<file path="config.mk">
export PLATFORM = sky130hd
export DESIGN_NAME = quadram_arbiter_flat
export DESIGN_NICKNAME = d
export VERILOG_FILES = /design/src/rtl/quadram_arbiter_if.sv /design/src/rtl/quadram_arbiter.sv /design/src/flat_wrapper.sv
export SDC_FILE = /design/constraint.sdc
export NUM_CORES = 1
export LEC_CHECK = 0
export CORE_AREA = 2 2 103 105
export CTS_CLUSTER_DIAMETER = 80
export DETAILED_ROUTE_END_ITERATION = 7
export DIE_AREA = 0 0 105 107
export PLACE_DENSITY_LB_ADDON = 0.12
export SYNTH_ARGS = -nofsm -noshare
export SYNTH_HDL_FRONTEND = slang
export SYNTH_SLANG_ARGS = --single-unit
</file>
<file path="constraint.sdc">
create_clock -name clk -period 8.6 [get_ports clk]
set_input_delay 1.29 -clock clk [delete_from_list [all_inputs] [get_ports clk]]
set_output_delay 1.29 -clock clk [all_outputs]
set_load 0.02 [all_outputs]
</file>
<file path="src/rtl/quadram_arbiter_if.sv">
// Request/grant bundle between the datapath requesters and the arbiter, plus the
// quadram pins the arbiter drives.
interface quadram_arbiter_if #(
   parameter int unsigned ADDR_WIDTH = 11
);
   logic [2:0]              req;
   logic [2:0]              lock;
   logic [3*ADDR_WIDTH-1:0] req_a;
   logic [11:0]             req_we;
   logic [95:0]             req_di;
   logic [2:0]              gnt;
   logic [2:0]              rvalid;
   logic [31:0]             rdata;
   logic                    en;
   logic [3:0]              we;
   logic [ADDR_WIDTH-1:0]   a;
   logic [31:0]             di;
   // RAM read data; "do" is a reserved word in SystemVerilog
   logic [31:0]             dout;

   modport master (
      output req, lock, req_a, req_we, req_di, dout,
      input  gnt, rvalid, rdata, en, we, a, di
   );

   modport slave (
      input  req, lock, req_a, req_we, req_di, dout,
      output gnt, rvalid, rdata, en, we, a, di
   );
endinterface

</file>
<file path="src/rtl/quadram_arbiter.sv">
// Three-requester round-robin arbiter with bounded locked bursts in front of one
// quadram port; registers the winner onto the RAM pins and steers read data back.
module quadram_arbiter #(
   parameter int unsigned ADDR_WIDTH = 11,
   parameter int unsigned LOCK_MAX   = 16
) (
   input logic              clk,
   input logic              rst,
   quadram_arbiter_if.slave bus
);

   localparam logic [7:0] LockMax = 8'(LOCK_MAX);

   typedef enum logic [1:0] {StIdle, StGrant, StLocked} state_e;

   state_e                state_q, state_d;
   logic [1:0]            ptr_q, ptr_d;
   logic [1:0]            own_q, own_d;
   logic [7:0]            lcnt_q, lcnt_d;
   logic                  en_q, en_d;
   logic [3:0]            we_q, we_d;
   logic [ADDR_WIDTH-1:0] a_q, a_d;
   logic [31:0]           di_q, di_d;
   logic [2:0]            rtag_q, rtag_d;
   logic [2:0]            rvalid_q, rvalid_d;

   logic                  win_vld;
   logic [1:0]            win;
   logic [1:0]            start;
   logic [1:0]            cand;
   logic [2:0]            mask;
   logic                  hold;
   logic [2:0]            win_oh;
   logic [3:0]            sel_we;
   logic [ADDR_WIDTH-1:0] sel_a;
   logic [31:0]           sel_di;

   function automatic logic [1:0] inc3(logic [1:0] x);
      return (x == 2'd2) ? 2'd0 : x + 2'd1;
   endfunction

   always_comb begin
      state_d = state_q;
      ptr_d   = ptr_q;
      own_d   = own_q;
      lcnt_d  = lcnt_q;
      win_vld = 1'b0;
      win     = 2'd0;
      start   = ptr_q;
      cand    = ptr_q;
      mask    = bus.req;
      hold    = (state_q == StLocked) && bus.req[own_q] && bus.lock[own_q] &&
                (lcnt_q < LockMax);
      if (hold) begin
         win_vld = 1'b1;
         win     = own_q;
         lcnt_d  = lcnt_q + 8'd1;
      end else begin
         // Release restarts the search after the holder; an exhausted holder sits out.
         if (state_q == StLocked) begin
            start = inc3(own_q);
            if (lcnt_q >= LockMax) mask[own_q] = 1'b0;
         end
         cand = start;
         for (int k = 0; k < 3; k++) begin
            if (!win_vld && mask[cand]) begin
               win_vld = 1'b1;
               win     = cand;
            end
            cand = inc3(cand);
         end
         lcnt_d = 8'd0;
         ptr_d  = start;
         if (win_vld && bus.lock[win]) begin
            state_d = StLocked;
            own_d   = win;
            lcnt_d  = 8'd1;
         end else if (win_vld) begin
            state_d = StGrant;
            ptr_d   = inc3(win);
         end else begin
            state_d = StIdle;
         end
      end
   end

   always_comb begin
      win_oh = 3'b001 << win;
      case (win)
         2'd1: begin
            sel_we = bus.req_we[7:4];
            sel_a  = bus.req_a[2*ADDR_WIDTH-1:ADDR_WIDTH];
            sel_di = bus.req_di[63:32];
         end
         2'd2: begin
            sel_we = bus.req_we[11:8];
            sel_a  = bus.req_a[3*ADDR_WIDTH-1:2*ADDR_WIDTH];
            sel_di = bus.req_di[95:64];
         end
         default: begin
            sel_we = bus.req_we[3:0];
            sel_a  = bus.req_a[ADDR_WIDTH-1:0];
            sel_di = bus.req_di[31:0];
         end
      endcase
   end

   always_comb begin
      en_d     = win_vld;
      we_d     = 4'b0000;
      a_d      = a_q;
      di_d     = di_q;
      rtag_d   = 3'b000;
      rvalid_d = rtag_q;
      if (win_vld) begin
         we_d   = sel_we;
         a_d    = sel_a;
         di_d   = sel_di;
         rtag_d = (sel_we == 4'b0000) ? win_oh : 3'b000;
      end
   end

   always_ff @(posedge clk or posedge rst) begin
      if (rst) begin
         state_q  <= StIdle;
         ptr_q    <= 2'd0;
         own_q    <= 2'd0;
         lcnt_q   <= 8'd0;
         en_q     <= 1'b0;
         we_q     <= 4'b0000;
         a_q      <= '0;
         di_q     <= 32'd0;
         rtag_q   <= 3'b000;
         rvalid_q <= 3'b000;
      end else begin
         state_q  <= state_d;
         ptr_q    <= ptr_d;
         own_q    <= own_d;
         lcnt_q   <= lcnt_d;
         en_q     <= en_d;
         we_q     <= we_d;
         a_q      <= a_d;
         di_q     <= di_d;
         rtag_q   <= rtag_d;
         rvalid_q <= rvalid_d;
      end
   end

   assign bus.gnt    = (win_vld && !rst) ? win_oh : 3'b000;
   assign bus.rvalid = rvalid_q;
   assign bus.rdata  = bus.dout;
   assign bus.en     = en_q;
   assign bus.we     = we_q;
   assign bus.a      = a_q;
   assign bus.di     = di_q;

endmodule

</file>
<file path="src/flat_wrapper.sv">
// flat-port wrapper written by rule: the top's interface ports become plain ports
module quadram_arbiter_flat 
#(
   parameter int unsigned ADDR_WIDTH = 11,
   parameter int unsigned LOCK_MAX   = 16
)
  (clk, rst, bus_req, bus_lock, bus_req_a, bus_req_we, bus_req_di, bus_dout, bus_gnt, bus_rvalid, bus_rdata, bus_en, bus_we, bus_a, bus_di);
  quadram_arbiter_if #(.ADDR_WIDTH(ADDR_WIDTH)) bus_i ();
  input logic clk;
  input logic rst;
  input wire logic [$bits(bus_i.req)-1:0] bus_req;
  input wire logic [$bits(bus_i.lock)-1:0] bus_lock;
  input wire logic [$bits(bus_i.req_a)-1:0] bus_req_a;
  input wire logic [$bits(bus_i.req_we)-1:0] bus_req_we;
  input wire logic [$bits(bus_i.req_di)-1:0] bus_req_di;
  input wire logic [$bits(bus_i.dout)-1:0] bus_dout;
  output wire logic [$bits(bus_i.gnt)-1:0] bus_gnt;
  output wire logic [$bits(bus_i.rvalid)-1:0] bus_rvalid;
  output wire logic [$bits(bus_i.rdata)-1:0] bus_rdata;
  output wire logic [$bits(bus_i.en)-1:0] bus_en;
  output wire logic [$bits(bus_i.we)-1:0] bus_we;
  output wire logic [$bits(bus_i.a)-1:0] bus_a;
  output wire logic [$bits(bus_i.di)-1:0] bus_di;
  assign bus_i.req = bus_req;
  assign bus_i.lock = bus_lock;
  assign bus_i.req_a = bus_req_a;
  assign bus_i.req_we = bus_req_we;
  assign bus_i.req_di = bus_req_di;
  assign bus_i.dout = bus_dout;
  assign bus_gnt = bus_i.gnt;
  assign bus_rvalid = bus_i.rvalid;
  assign bus_rdata = bus_i.rdata;
  assign bus_en = bus_i.en;
  assign bus_we = bus_i.we;
  assign bus_a = bus_i.a;
  assign bus_di = bus_i.di;
  quadram_arbiter #(.ADDR_WIDTH(ADDR_WIDTH), .LOCK_MAX(LOCK_MAX)) u_core (.clk(clk), .rst(rst), .bus(bus_i));
endmodule
</file>
==> results of run 1 <==
[routing by layer]
| metal | GRT usage [%] | part of all wire [%] | up-vias |
|---|---|---|---|
| li1 | - | - | 1852 |
| met1 | 23.3 | 39 | 1780 |
| met2 | 39.1 | 54 | 130 |
| met3 | 6.14 | 5.7 | 27 |
| met4 | 6.95 | 1.9 | 0 |
| met5 | 0 | 0 | - |
[cells in the final DEF, fill, tap and decap left out, types with 3 or more instances in the layout]
cell             instances
conb_1                   3
and2_1                   4
nor2_1                  13
nand2_1                 94
buf_4                    3
a21oi_1                  3
o21ai_0                 95
and3_1                   3
nand3_1                  3
inv_1                   11
a22oi_1                 47
dfrtp_1                 68
clkdlybuf4s50_1        202
clkbuf_8                10
ha_2                     3
[logic make-up after synthesis]
group                      count (synthesis)  share of synthesized area, %
AOI/OAI and AO/OA                        164                          26.4
and+or+nand+nor                          130                          14.7
buffers and inverters                     78                          11.2
DFF                                       68                          43.8
adders and majority gates                  5                          1.61
muxes                                      5                          1.45
xor gates and xnor gates                   3                         0.677
other                                      1                        0.0966
[flip-flops by register name (all words and copies together) (netlist names), 2 cells and up]
register	flops
u_core.bus.we	4
u_core.state_q	2
u_core.bus.rvalid	3
u_core.own_q	2
u_core.bus.di	32
u_core.bus.a	11
u_core.lcnt_q	8
u_core.rtag_q	3
u_core.ptr_q	2
[power by group]
part | switching, W | internal, W | leakage (nW)
Combinational | 0.000675 | 0.000510 | 1.44
Clock | 0.000124 | 0.000172 | 0.110
Sequential | 0.0000900 | 0.000465 | 0.835
[worst reg2reg max path, stage by stage (launching register included)]
cell     delay [ns]
dfrtp_1        0.41
nor4_4         0.41
nand4_1        0.58
mux2_2         0.51
ha_2           0.70
buf_4          0.53
o21ai_0        0.24
nand4_1        0.13
nor2_1         0.06
and2_1         0.20
[worst paths after layout]
check | start | to | slack, ns | cells past startpoint
worst max-delay path | bus_req[0] | bus_gnt[2] | 2.29 | 9
worst min-delay path | u_core.rtag_q[2]$_DFF_PP0_ | u_core.bus.rvalid[2]$_DFF_PP0_ | 0.35 | 0
worst max register to register | u_core.lcnt_q[4]$_DFF_PP0_ | u_core.rtag_q[1]$_DFF_PP0_ | 4.72 | 9
worst min register to register | u_core.rtag_q[2]$_DFF_PP0_ | u_core.bus.rvalid[2]$_DFF_PP0_ | 0.35 | 0
max in group asynchronous | rst | u_core.bus.a[7]$_DFFE_PP0P_ | 6.50 | 3
min in group asynchronous | rst | u_core.bus.rvalid[1]$_DFF_PP0_ | 1.52 | 3
[metrics by stage]
stage | setup slack (ns) | util [%] | power, W | cells
floorplan | 4.10 | - | 0.00130 | 456
global placement | 2.41 | 56.7 | 0.00173 | 732
detailed placement | 2.30 | 56.7 | 0.00176 | 732
CTS | 2.29 | 59.0 | 0.00206 | 748
global route | 2.08 | 59.0 | 0.00221 | 748
finish | 2.29 | 59.0 | 0.00204 | 748
[final cells by class]
cell class | instances | area (µm²) | share of cell area (%)
Clock buffer | 11 | 141 | 2.37
Clock inverter | 5 | 85.1 | 1.43
Inverter | 13 | 50.0 | 0.841
Multi-Input combinational cell | 310 | 1760 | 29.6
Sequential cell | 68 | 1700 | 28.6
Tap cell | 136 | 170 | 2.86
Timing Repair Buffer | 205 | 2040 | 34.3
==> summary.txt, run 1 <==
Outcome: finished clean
Post-CTS setup buffers: 0
Kind of critical path: in2out
Average cell area after synthesis: 8.55 µm²
Max IR drop VDD: 0.158 mV
Die W: 105 µm
Leakage: 2.39 nW
Fillers: 937
DR vias/cell: 5.07
Clock sink count: 68
Mapped cell area: 3880 µm²
Layout cells sized above 1: 5.39%
Setup-failing EPs final: 0
Unique masters post-synth: 48
Top cells by count, synth: o21ai_0, nand2_1, dfrtp_1
Max_slew headroom: 33.5%
Yosys reg bits: 68
Number of DRC markers in iteration 0: 204
Sequential area share after synthesis: 43.8%
Clock transition at path regs: 0.08 ns
GP Congestion: 0.904
Post-CTS sizing: 0
I/O Pins: 267
Crit. End Element: primary output
WP data required: 7.31 ns
Most frequent cell on the critical path: clkdlybuf4s50_1
Top cell type's share of synthesized area: 43.8%
Worst slew pin tran: 0.997 ns
CTS buffer count: 9
Post-layout instance area: 5950 µm²
First-pass GRT wire length: 18,700 µm
Top cells by area, synth: dfrtp_1, o21ai_0, a22oi_1, nand2_1, buf_4
Worst EP arrival: 5.02 ns
Vias: 3,789
Crit path time final: 6.31 ns
Final Hold Fails: 0
Drt pass-1 iters: 5
Peak Freq: 0.158 GHz
Clock buffer depth: 2
Pin count of the biggest net entering global routing: 95
Hold_buf cts: 0
Share of synthesized flip-flops with an asynchronous set or reset: 100%
Post-synth EDFFs: 0
FP Rows: 37
CP max FO: 49
Max H-tree Level: 3
Cells after synthesis: 454
Hpwl dp: 8980 µm
CTS tree: yes
Slowest CP cell: ha_2
Fin crit share: 73.4%
Synth-to-Final Area Change: 53.4%
Main synth FF type: dfrtp_1
Vias in the first global route: 3,877
Most numerous cell in the Yosys netlist: o21ai_0
Worst Hold Class: reg2reg
Slowest stage delay, CP: 0.83 ns
Die Ht: 107 µm
Worst hold margin: 0.354 ns
Global Route Usage Sum: 21.2%
Yosys warns: 0
Sum Neg Setup Slack: 0 ns
Setup crit start kind: primary input
Die area: 11,200 µm²
I/O Buffers: 202
CP Cell Sequence: clkdlybuf4s50_1, a21oi_1, o21ai_0, nand4_1, mux2_2, inv_1, ha_2, and3_1, clkdlybuf4s50_1
Dpl cell area: 5730 µm²
Effective utilization at floorplan: 38.5%
Post-synth top area cell: dfrtp_1
Buf/Inv on CP: 3
Maxcap violations: 0
Antenna Nets Post-Route: 0
Top cell family by delay on the critical path: buffers and inverters
Routed wire length per instance: 16.2 µm
Pwr dens: 342 nW/µm²
Ant diodes: 0
Placeable Area: 10,100 µm²
Setup repair after global routing missed its margin: false
Gr ovfl total: 0
CTS root buffer: clkbuf_8
Clock Latency Late Sink: 0.34 ns
Initial antenna violation count: 0
Routed wire length: 12,100 µm
Fin nets: 793
Drc violations: 0
Max-slew violations: 0
Final Skew: 0.00880 ns
(Power assumes the default switching activity.)
==> run 2: changes to the inputs <==
--- a/config.mk
+++ b/config.mk
@@ -5,10 +5,10 @@
 export SDC_FILE = /design/constraint.sdc
 export NUM_CORES = 1
 export LEC_CHECK = 0
-export CORE_AREA = 2 2 103 105
+export CORE_AREA = 2 2 87 151
 export CTS_CLUSTER_DIAMETER = 80
 export DETAILED_ROUTE_END_ITERATION = 7
-export DIE_AREA = 0 0 105 107
+export DIE_AREA = 0 0 89 153
 export PLACE_DENSITY_LB_ADDON = 0.12
 export SYNTH_ARGS = -nofsm -noshare
 export SYNTH_HDL_FRONTEND = slang
==> constraint.sdc (replaced) <==
create_clock -name clk -period 5.8 [get_ports clk]
set_input_delay 0.87 -clock clk [delete_from_list [all_inputs] [get_ports clk]]
set_output_delay 0.87 -clock clk [all_outputs]
set_load 0.02 [all_outputs]
==> summary.txt, run 2 (synthesis results as in run 1) <==
FF-to-FF setup slack: 2.13 ns (-2.59 ns)
Area occupied by multi-input gates: 1760 µm² (unchanged)
Ant diodes: 0 (unchanged)
Routed wire length per instance: 16.6 µm (+2.6%)
Leakage: 2.44 nW (+2.1%)
Gate power share: 55.9% (-2.3 points)
Critical Path Source: bus_req[0]
Final Hold Fails: 0 (unchanged)
R2r worst-path depth: 8 (-1)
Final Skew: 0.00485 ns (-0.00395 ns)
GP Congestion: 0.869 (-3.9%)
Clock transition at path regs: 0.06 ns (-0.02 ns)
RR Startpoint: u_core.lcnt_q[4]$_DFF_PP0_
First-pass GRT wire length: 19,800 µm (+5.9%)
Die Ht: 153 µm (+43%)
Global Route Usage Sum: 19.3% (-1.9 points)
Net switching power: 0.00133 W (+49%)
Peak Freq: 0.216 GHz
I/O Buffers: 202 (unchanged)
Kind of critical path: in2out
Number of DRC markers in iteration 0: 144 (-29%)
Post-CTS setup buffers: 0 (unchanged)
Max-slew violations: 0 (unchanged)
Pwr dens: 517 nW/µm² (+51%)
Gr ovfl total: 0 (unchanged)
Clock buffer depth: 2 (unchanged)
WP data required: 4.93 ns (-2.38 ns)
Antenna Nets Post-Route: 0 (unchanged)
Most frequent cells in the layout: clkdlybuf4s50_1, o21ai_0, nand2_1
CP Capture Point: bus_gnt[2]
Worst slew pin tran: 0.849 ns (-0.148 ns)
FF-to-FF End: u_core.bus.di[5]$_DFFE_PP0P_
Die W: 89 µm (-15%)
Effective utilization at floorplan: 31.2% (-7.2 points)
Sum Neg Setup Slack: 0 ns (unchanged)
Hold_buf cts: 0 (unchanged)
Pin count of the biggest net entering global routing: 94 (-1.1%)
Setup repair after global routing missed its margin: false
Reg area: 1700 µm² (unchanged)
Setup-failing EPs final: 0 (unchanged)
Worst Hold Class: reg2reg
Crit. End Element: primary output
Fillers: 1,244 (+33%)
Post-CTS sizing: 0 (unchanged)
DR vias/cell: 4.88 (-3.6%)
Pint: 0.00182 W (+59%)
Fin nets: 795 (+0.25%)
CTS buffer count: 9 (unchanged)
Sw Ratio: 42.1% (-1.5 points)
Max_slew headroom: 43.4% (+9.9 points)
Synth-to-Final Area Change: 57.2%
Drt pass-1 iters: 4 (-1)
Drc violations: 0 (unchanged)
Placeable Area: 12,400 µm² (+23%)
Hpwl dp: 9770 µm (+8.8%)
Fin crit share: 80.0%
CTS root buffer: clkbuf_16
Sequential Power Share: 25.7% (-1.6 points)
Inst Count DP: 766 (+4.6%)
Max H-tree Level: 3 (unchanged)
CP max FO: 15 (-69%)
Initial antenna violation count: 1 (+1)
Commonest non-fill, non-tap cell in the layout: clkdlybuf4s50_1
Worst EP arrival: 3.77 ns (-1.25 ns)
Crit path time final: 4.64 ns
Max IR drop VDD: 0.214 mV (+35%)
Fin cells: 782 (+4.5%)
Routed wire length: 13,000 µm (+7.2%)
Layout cells sized above 1: 5.70% (+0.31 points)
Die area: 13,600 µm² (+21%)
Largest register FFs: 32 (unchanged)
Clock share of power: 18.4% (+3.9 points)
I/O Pins: 267 (unchanged)
CTS tree: yes
Vias in the first global route: 3,833 (-1.1%)
Clock sink count: 68 (unchanged)
Vias: 3,820 (+0.82%)
Maxcap violations: 0 (unchanged)
Outcome: finished clean
FP Rows: 54 (+46%)
Clock Latency Late Sink: 0.33 ns (about the same)
Setup crit start kind: primary input
==> run 2: cell count changes in the layout (fill, tap and decap cells not counted) <==
cell        before  now
clkinvlp_4       1    2
clkinv_4         2    1
clkbuf_8        10    0
clkbuf_16        0    9
buf_4            3    5
clkinv_2         1    2
==> run 2: stage by stage <==
step	hold WS, ns	utilization (%)	instance area, µm²	worst slack (ns)	power (W)
5_1_grt	0.354	49.1	6100	0.891	0.00343
3_3_place_gp	0.334	46.5	5780	1.19	0.00257
2_1_floorplan	0.331	-	3890	2.14	0.00192
3_5_place_dp	0.337	46.5	5780	1.13	0.00261
6_report	0.346	49.1	6100	1.16	0.00315
4_1_cts	0.350	49.1	6100	1.13	0.00321
==> run 2: how the worst min path moves through the flow <==
stage | start | endpoint | slack [ns] | depth (start not counted)
4_1_cts | u_core.rtag_q[1]$_DFF_PP0_ | u_core.bus.rvalid[1]$_DFF_PP0_ | 0.35 | 0
2_1_floorplan | u_core.rtag_q[0]$_DFF_PP0_ | u_core.bus.rvalid[0]$_DFF_PP0_ | 0.33 | 0
6_report | u_core.rtag_q[1]$_DFF_PP0_ | u_core.bus.rvalid[1]$_DFF_PP0_ | 0.35 | 0
5_1_grt | u_core.rtag_q[1]$_DFF_PP0_ | u_core.bus.rvalid[1]$_DFF_PP0_ | 0.35 | 0
3_3_place_gp | u_core.rtag_q[1]$_DFF_PP0_ | u_core.bus.rvalid[1]$_DFF_PP0_ | 0.33 | 0
3_5_place_dp | u_core.rtag_q[1]$_DFF_PP0_ | u_core.bus.rvalid[1]$_DFF_PP0_ | 0.34 | 0
==> run 2: layout make-up <==
class	count	area share (%)
clock inverters	6	1.46
inverters	13	0.821
well taps	168	3.45
flip-flops and latches	68	27.9
repair buffers	207	33.8
multi-input cells	310	28.9
clock buffers	10	3.75
==> run 2: metal layers <==
layer / routed length (µm) / global-route usage [%]
met5: 13 / 0
met4: 687 / 11.2
met3: 826 / 4.97
met2: 6740 / 33.3
met1: 4690 / 20.5
==> run 2: critical path, stage by stage <==
cell and delay (ns):
clkdlybuf4s50_1 0.64, a21oi_1 0.11, o21ai_0 0.15, nand4_1 0.51, mux2_2 0.51, inv_1 0.07
ha_2 0.16, and3_1 0.15, clkdlybuf4s50_1 0.60
==> run 2: power by group through the flow <==
| stage | Clock, W | Combinational (W) | Sequential, W |
|---|---|---|---|
| 2_1_floorplan | 0 | 0.000914 | 0.00101 |
| 3_3_place_gp | 0 | 0.00176 | 0.000812 |
| 3_5_place_dp | 0 | 0.00179 | 0.000816 |
| 4_1_cts | 0.000599 | 0.00180 | 0.000812 |
| 5_1_grt | 0.000615 | 0.00198 | 0.000837 |
| 6_report | 0.000580 | 0.00176 | 0.000809 |
